### src/rtl/lu_pkg.sv
// Shared LU datapath definitions: operand mode encoding and
// the most-negative-value helper used for overflow detection.
package lu_pkg;

  localparam logic [1:0] MODE_PASS = 2'b00;
  localparam logic [1:0] MODE_NEG  = 2'b01;
  localparam logic [1:0] MODE_ABS  = 2'b10;
  localparam logic [1:0] MODE_ONES = 2'b11;

  // 100...0 for a w-bit two's-complement value, w <= 64
  function automatic logic [63:0] most_neg(input int unsigned w);
    return 64'd1 << (w - 1);
  endfunction

endpackage

### src/rtl/twos_comp_pipe_seg_inc.sv
// Parallel-prefix (recursive-doubling) incrementer for one
// carry segment: o_sum = i_a + i_cin, o_co = carry out.
module seg_inc #(
  parameter int SEG = 4
) (
  input  logic [SEG-1:0] i_a,
  input  logic           i_cin,
  output logic [SEG-1:0] o_sum,
  output logic           o_co
);

  localparam int L = $clog2(SEG);

  // w_pre[L][i] is the AND of i_a[i:0]
  logic [L:0][SEG-1:0] w_pre;
  logic [SEG-1:0]      w_c;

  assign w_pre[0] = i_a;

  for (genvar l = 0; l < L; l++) begin : g_lvl
    for (genvar i = 0; i < SEG; i++) begin : g_bit
      if (i >= (1 << l)) begin : g_and
        assign w_pre[l+1][i] =
          w_pre[l][i] & w_pre[l][i-(1<<l)];
      end else begin : g_pass
        assign w_pre[l+1][i] = w_pre[l][i];
      end
    end
  end

  for (genvar i = 0; i < SEG; i++) begin : g_c
    if (i == 0) begin : g_lsb
      assign w_c[i] = i_cin;
    end else begin : g_up
      assign w_c[i] = i_cin & w_pre[L][i-1];
    end
  end

  assign o_sum = i_a ^ w_c;
  assign o_co  = i_cin & w_pre[L][SEG-1];

endmodule

### src/rtl/twos_comp_pipe.sv
// Pipelined two's-complement unit: conditional invert, then an
// increment whose carry ripples one segment per stage.
module twos_comp_pipe
  import lu_pkg::*;
#(
  parameter int WIDTH  = 16,
  parameter int STAGES = 4
) (
  input  logic             clk,
  input  logic             rst,
  input  logic             in_valid,
  output logic             in_ready,
  input  logic [WIDTH-1:0] in_data,
  input  logic [1:0]       in_mode,
  output logic             out_valid,
  input  logic             out_ready,
  output logic [WIDTH-1:0] out_data,
  output logic             out_ovf,
  output logic             out_zero
);

  if (STAGES < 1 || (WIDTH % STAGES) != 0) begin : g_bad
    $error("twos_comp_pipe: WIDTH must split into STAGES");
  end

  localparam int SEG = WIDTH / STAGES;
  localparam logic [WIDTH-1:0] MNEG =
    WIDTH'(most_neg(WIDTH));

  logic             w_adv;
  logic             w_inv;
  logic             w_cin;
  logic             w_ovf0;
  logic [WIDTH-1:0] w_x;

  // Inputs of each stage: index k feeds stage k
  logic [STAGES-1:0][WIDTH-1:0] w_sd;
  logic [STAGES-1:0]            w_sv;
  logic [STAGES-1:0]            w_sc;
  logic [STAGES-1:0]            w_so;

  assign w_adv    = ~out_valid | out_ready;
  assign in_ready = w_adv;

  always_comb begin
    w_inv = 1'b0;
    w_cin = 1'b0;
    unique case (in_mode)
      MODE_PASS: begin
        w_inv = 1'b0;
        w_cin = 1'b0;
      end
      MODE_NEG: begin
        w_inv = 1'b1;
        w_cin = 1'b1;
      end
      MODE_ABS: begin
        w_inv = in_data[WIDTH-1];
        w_cin = in_data[WIDTH-1];
      end
      MODE_ONES: begin
        w_inv = 1'b1;
        w_cin = 1'b0;
      end
    endcase
  end

  assign w_x    = w_inv ? ~in_data : in_data;
  assign w_ovf0 = (in_mode == MODE_NEG ||
                   in_mode == MODE_ABS) &&
                  (in_data == MNEG);

  assign w_sd[0] = w_x;
  assign w_sv[0] = in_valid;
  assign w_sc[0] = w_cin;
  assign w_so[0] = w_ovf0;

  for (genvar k = 0; k < STAGES; k++) begin : g_st
    logic [SEG-1:0]   w_sum;
    logic             w_co;
    logic [WIDTH-1:0] w_nd;
    logic [WIDTH-1:0] r_data;
    logic             r_vld;
    logic             r_ovf;

    seg_inc #(.SEG(SEG)) u_inc (
      .i_a   (w_sd[k][k*SEG +: SEG]),
      .i_cin (w_sc[k]),
      .o_sum (w_sum),
      .o_co  (w_co)
    );

    always_comb begin
      w_nd = w_sd[k];
      w_nd[k*SEG +: SEG] = w_sum;
    end

    // Bubbles carry zeros so no stale value reaches out_data
    always_ff @(posedge clk or posedge rst) begin
      if (rst) begin
        r_vld  <= 1'b0;
        r_data <= '0;
        r_ovf  <= 1'b0;
      end else if (w_adv) begin
        r_vld  <= w_sv[k];
        r_data <= w_sv[k] ? w_nd : '0;
        r_ovf  <= w_sv[k] & w_so[k];
      end
    end

    if (k < STAGES - 1) begin : g_mid
      logic r_cy;

      always_ff @(posedge clk or posedge rst) begin
        if (rst) begin
          r_cy <= 1'b0;
        end else if (w_adv) begin
          r_cy <= w_sv[k] & w_co;
        end
      end

      assign w_sd[k+1] = r_data;
      assign w_sv[k+1] = r_vld;
      assign w_sc[k+1] = r_cy;
      assign w_so[k+1] = r_ovf;
    end else begin : g_last
      logic r_zero;
      logic w_unused_co;

      // Carry out of the top segment is discarded
      assign w_unused_co = w_co;

      always_ff @(posedge clk or posedge rst) begin
        if (rst) begin
          r_zero <= 1'b0;
        end else if (w_adv) begin
          r_zero <= w_sv[k] & ~|w_nd;
        end
      end

      assign out_valid = r_vld;
      assign out_data  = r_data;
      assign out_ovf   = r_ovf;
      assign out_zero  = r_zero;
    end
  end

endmodule

### config.mk
export PLATFORM = sky130hd
export DESIGN_NAME = twos_comp_pipe
export DESIGN_NICKNAME = d
export VERILOG_FILES = /design/src/rtl/lu_pkg.sv /design/src/rtl/twos_comp_pipe_seg_inc.sv /design/src/rtl/twos_comp_pipe.sv
export SDC_FILE = /design/constraint.sdc
export NUM_CORES = 1
export LEC_CHECK = 0
export BUFFER_PORTS_ARGS = -buffer_cell sky130_fd_sc_hd__buf_4
export CAP_MARGIN = 5
export CORE_MARGIN = 1.5
export CORE_UTILIZATION = 35
export CTS_BUF_LIST = sky130_fd_sc_hd__clkbuf_16
export DETAILED_ROUTE_END_ITERATION = 7
export PLACE_DENSITY = 0.57
export SLEW_MARGIN = 30
export SYNTH_ARGS = -nofsm -noshare
export SYNTH_HDL_FRONTEND = slang
export SYNTH_SLANG_ARGS = --single-unit
### constraint.sdc
create_clock -name clk -period 2.26 [get_ports clk]
set_input_delay 0.113 -clock clk [delete_from_list [all_inputs] [get_ports clk]]
set_output_delay 0.113 -clock clk [all_outputs]
set_load 0.05 [all_outputs]
## Word-level counts from Yosys, hierarchy flattened

Cells that the tools add are included.

| cells by class | value |
|---|---|
| bitwise operators | 48 |
| mux-type cells | 7 |
| reductions and logical operators | 7 |
| eq/ne operators | 4 |

Operator list:

| cell | count |
|---|---|
| 16-bit two-way mux | 5 |
| 1-bit bitwise AND | 41 |
| 16-bit == test (second input constant) | 1 |
| 16-bit inverter | 1 |
| 16-bit OR reduction | 1 |
| 4-bit XOR | 4 |
| 1-bit case mux with 3 select lines | 2 |
| 2-bit == test (second input constant) | 2 |
| 2-bit OR reduction | 2 |
| 2-bit by 1-bit == test with 1-bit output (second input constant) | 1 |
| 2-bit zero test | 1 |
| 1-bit logical AND | 1 |
| 1-bit zero test | 1 |
| 1-bit logical OR | 1 |
| 1-bit inverter | 1 |
| 1-bit OR | 1 |

| word-level totals | value |
|---|---|
| input port bits | 22 |
| bits in registers | 76 |
| output and inout bits | 20 |

## Depth between registers and ports, before layout

| logic depth | value |
|---|---|
| depth after elaboration | 9 |
| mapped depth | 10 |
| gate-level depth less buffers | 9 |

## By module

A second synthesis with hierarchy kept.

| second synthesis, totals | value |
|---|---|
| cell total of the unflattened synthesis | 367 |
| area total of the unflattened synthesis | 3573.4 um^2 |

By module, submodules not included:

| module | cells each | area an instance (um^2) | instances | sequential area each (um^2) |
|---|---|---|---|---|
| twos_comp_pipe | 335 | 3343.2 | 1 | 1901.8 |
| seg_inc | 8 | 57.6 | 4 | 0.0 |

## Worst setup path after synthesis

OpenSTA, ideal clock, no wires.

| timing | value |
|---|---|
| path type | reg2reg |
| start point | reg g_st[3].r_vld, in the netlist out_valid |
| end point | reg g_st[1].r_data[1] |
| setup slack | 0.339 ns |
| library setup time | 0.068 ns |
| required time | 2.192 ns |
| stages on the path, launching flop included | 7 |
| arrival time | 1.853 ns |
| cell sequence | dfrtp_1 -> nor2b_1 -> clkbuf_1 -> inv_2 -> clkbuf_1 -> nand3_1 -> nand2_1 |

| on the way | value |
|---|---|
| word-level cells in the longest chain between the ends | 2 |

Ends and longest elaborated chain:

| what | line | text |
|---|---|---|
| start: declaration | twos_comp_pipe.sv:83 | `logic r_vld;` |
| start signal: assignment | twos_comp_pipe.sv:105 | `r_vld <= w_sv[k];` |
| 1-bit inverter | twos_comp_pipe.sv:42 | `assign w_adv = ~out_valid \| out_ready;` |
| 1-bit OR | twos_comp_pipe.sv:42 |  |
| via in_ready | twos_comp_pipe.sv:12 | `output logic in_ready,` |
| end signal: assignment | twos_comp_pipe.sv:106 | `r_data <= w_sv[k] ? w_nd : '0;` |
| end: declaration | twos_comp_pipe.sv:82 | `logic [WIDTH-1:0] r_data;` |

The timed path passes the listed nets, and every way through them passes these cells.
A chain may end at the register's enable or synchronous reset.

## Worst setup path in the final report

| timing | value |
|---|---|
| start point | reg g_st[3].r_vld, in the netlist out_valid |
| end point | out in_ready |

| on the way | value |
|---|---|
| word-level cells in the longest chain between the ends | 2 |

Ends and longest elaborated chain:

| what | line |
|---|---|
| 1-bit inverter | twos_comp_pipe.sv:42 |
| 1-bit OR | twos_comp_pipe.sv:42 |
| end: declaration | twos_comp_pipe.sv:12 |

Every way passes these cells.

==> results.json <==
{
  "yosys_warnings": 0,
  "insertion_delay_ns": 0.32,
  "rows": 35,
  "cts_tree": "built",
  "syn-num-nets": 399,
  "synth_top_area_frac": 0.5531,
  "num_vias": 2518,
  "drcViolationCount": 0,
  "slew_headroom": 0.5013,
  "path_class": "reg -> out",
  "hpwl_mm": 4.513,
  "worst_slew_pin_slew_ns": 0.7481,
  "clock_skew_ns": 0.005008,
  "grt-ovfl-total": 0,
  "cp.arrival_ns": 1.83,
  "clkPwrFrac": 0.323,
  "cts.sinks": 76,
  "synth_xor_area_frac": 0.07023,
  "min_period_over_period": 0.8606,
  "ys_ff_latch": 76,
  "wire_per_inst_um": 12.37,
  "syn_inst": 369,
  "status": "finished clean",
  "synth-seq-area-share": 0.5531,
  "crit_fanout": 31,
  "die_area_sq_mm": 0.01043,
  "whs_ns": 0.05034,
  "ios": 42,
  "first_pass_iters": 4,
  "synth_top_family_by_area": "simple AND/OR/NAND/NOR gates",
  "combPwrFrac": 0.225,
  "cts_buffer_depth": 2,
  "clk_pin_slew_ns": 0.05,
  "power.density_mw_per_mm2": 992.6,
  "cts_buffers": 9,
  "setup_viol": 0,
  "drt-initial-drc-count": 126,
  "synth-simple-area-share": 0.2489,
  "rsz0062_at_grt": "false",
  "sw_frac_of_total": 0.3316,
  "antenna_found_initial": 0,
  "drt-total-wl_mm": 6.630,
  "synthMuxAreaShare": 0,
  "ctsResizeCount": 0,
  "fmax_mhz": 514.1,
  "vias_per_cell": 4.698,
  "pwr-share-seq": 0.452,
  "place.gp.congestion": 0.8242,
  "diodes": 0,
  "hp-class": "in -> reg",
  "switching_power_mw": 1.363,
  "die_h_um": 102.1,
  "nets": 433,
  "slew_viol_final": 0,
  "fin_crit_ns": 1.945,
  "area_growth_pct": 20.41,
  "core_area_sq_mm": 0.009371,
  "required_ns": 2.15,
  "synth.cell_area_sq_mm": 0.003438,
  "grt_pass1_vias": 2483,
  "synthDistinctLibCells": 32,
  "synth_compound_area_frac": 0.06441,
  "drv_cap": 0,
  "critPathCaptureType": "primary output",
  "vdd_ir_drop_max_v": 0.0005250,
  "synth_fa_ha_area_frac": 0.02911,
  "drive_above_1_share": 0.1548,
  "grt_start_max_net_pins": 78,
  "grt_pass1_wl_mm": 11.54,
  "p_int_mw": 2.747,
  "dp_slack_ns": 0.2170,
  "htreeDepth": 3,
  "avgSynthCellArea_sq_um": 9.318,
  "cp-start-kind": "flop",
  "ant_nets": 0,
  "portBuffers": 41,
  "setup_tns_ns": 0,
  "track_usage": 0.1395,
  "p_leak_nw": 2.084,
  "synth_area_leaders": "dfrtp_1 55%, nand2_1 14%, nand3_1 7.1%",
  "start_util": 0.3669,
  "hold_viol": 0,
  "clock-root-buffer": "clkbuf_16",
  "fin_ws_ns": 0.3150,
  "synth.largest_area_cell": "dfrtp_1",
  "die_w_um": 102.1
}
[through the flow]
step,area [sq um],util,cells,total power [mW]
after floorplan,3438,-,369,2.542
after global placement,3855,0.4113,520,2.802
after detailed placement,3855,0.4113,520,2.822
after CTS,4140,0.4418,536,4.154
after global routing,4140,0.4418,536,4.363
final,4140,0.4418,536,4.110
[worst max-delay path, cell delays in order (launching register included)]
cell and delay (ns):
dfrtp_1 0.37, nor2b_4 0.13, inv_2 0.40, buf_4 0.36, buf_4 0.25
[area by class of cell]
cell class / count / area (sq um)
Inverter: 6 / 22.52
Multi-Input combinational cell: 265 / 1426
Clock buffer: 9 / 225.2
Clock inverter: 6 / 50.05
Timing Repair Buffer: 45 / 352.8
Sequential cell: 76 / 1902
Tap cell: 129 / 161.4
Fill cell: 965 / 5231
[final timing paths]
path | from | end | slack [ns] | cells after the start
min in group asynchronous | rst | out_data[6] | 0.44 | 4
setup reg to reg | out_valid | g_st[0].r_data[15] | 0.58 | 4
hold reg to reg | out_data[10] | out_data[10] | 0.46 | 2
max in group asynchronous | rst | g_st[1].r_data[11] | 1.51 | 4
hold / removal | in_valid | g_st[0].r_data[0] | 0.05 | 3
setup / recovery | out_valid | in_ready | 0.32 | 4
[cell usage in the layout (no fill, tap or decap), types with 8 or more instances in the layout]
| cell type | Yosys | final |
|---|---|---|
| buf_4 | 0 | 43 |
| clkbuf_16 | 0 | 9 |
| dfrtp_1 | 76 | 76 |
| ha_1 | 8 | 8 |
| nand2_1 | 126 | 126 |
| nand3_1 | 49 | 49 |
| o21ai_0 | 20 | 20 |
| xnor2_1 | 17 | 17 |
| xor2_1 | 8 | 8 |
[timing repair]
| action | CTS | global route |
|---|---|---|
| buffers inserted | 0 | 0 |
| endpoints found under the setup margin | 0 | 0 |
| endpoints found under the hold margin | 76 | 0 |
| hold buffers | 1 | 0 |
[power by group through the flow]
stage	combinational (mW)	clock, mW	sequential, mW
floorplan	0.656	0	1.89
global placement	0.927	0	1.88
detailed placement	0.938	0	1.88
CTS	0.942	1.35	1.86
global route	1.04	1.42	1.90
finish	0.926	1.33	1.86
[synth_stat cells]
master      n
inv_1       5
and3_1      1
a211o_1     1
and2_1      1
inv_2       1
buf_2       4
nor2b_1     1
o211ai_1    1
nor4b_1     1
nand2b_1    1
a21oi_4     2
a32o_1      2
nor4_1      5
buf_6       1
nor2_1      1
buf_1       2
xnor3_1     1
nor3_1      2
or4b_1      1
o21ai_0    20
o21ai_2     1
xor2_1      8
xnor2_1    17
clkbuf_1   15
nand4_1     6
a21oi_2     1
ha_1        8
nand3_1    49
nand2_1   126
or4_4       1
o21ai_1     7
dfrtp_1    76
[metal layers]
layer  up-vias  routed length [um]  track usage
met5         -                   0            0
met4         0                  80      0.05374
met3         8                 250      0.02873
met2        50                2932       0.2257
met1      1163                3367       0.1847
li1       1297                   -            -
[kinds of logic (layout without fill, tap and decap cells)]
group,after synthesis,count (layout)
simple gates,196,196
flops,76,76
fa+ha+maj,8,8
xor+xnor,26,26
compound gates,35,35
buf+inv,28,66
[sequential cells by signal (all words and copies together), names as in the netlist]
signal           count
g_st.r_vld           3
g_st.r_ovf           3
out_valid            1
g_st.r_data         48
out_zero             1
out_ovf              1
out_data            16
g_st.g_mid.r_cy      3
Note: power is estimated with default switching activity, not from simulation.
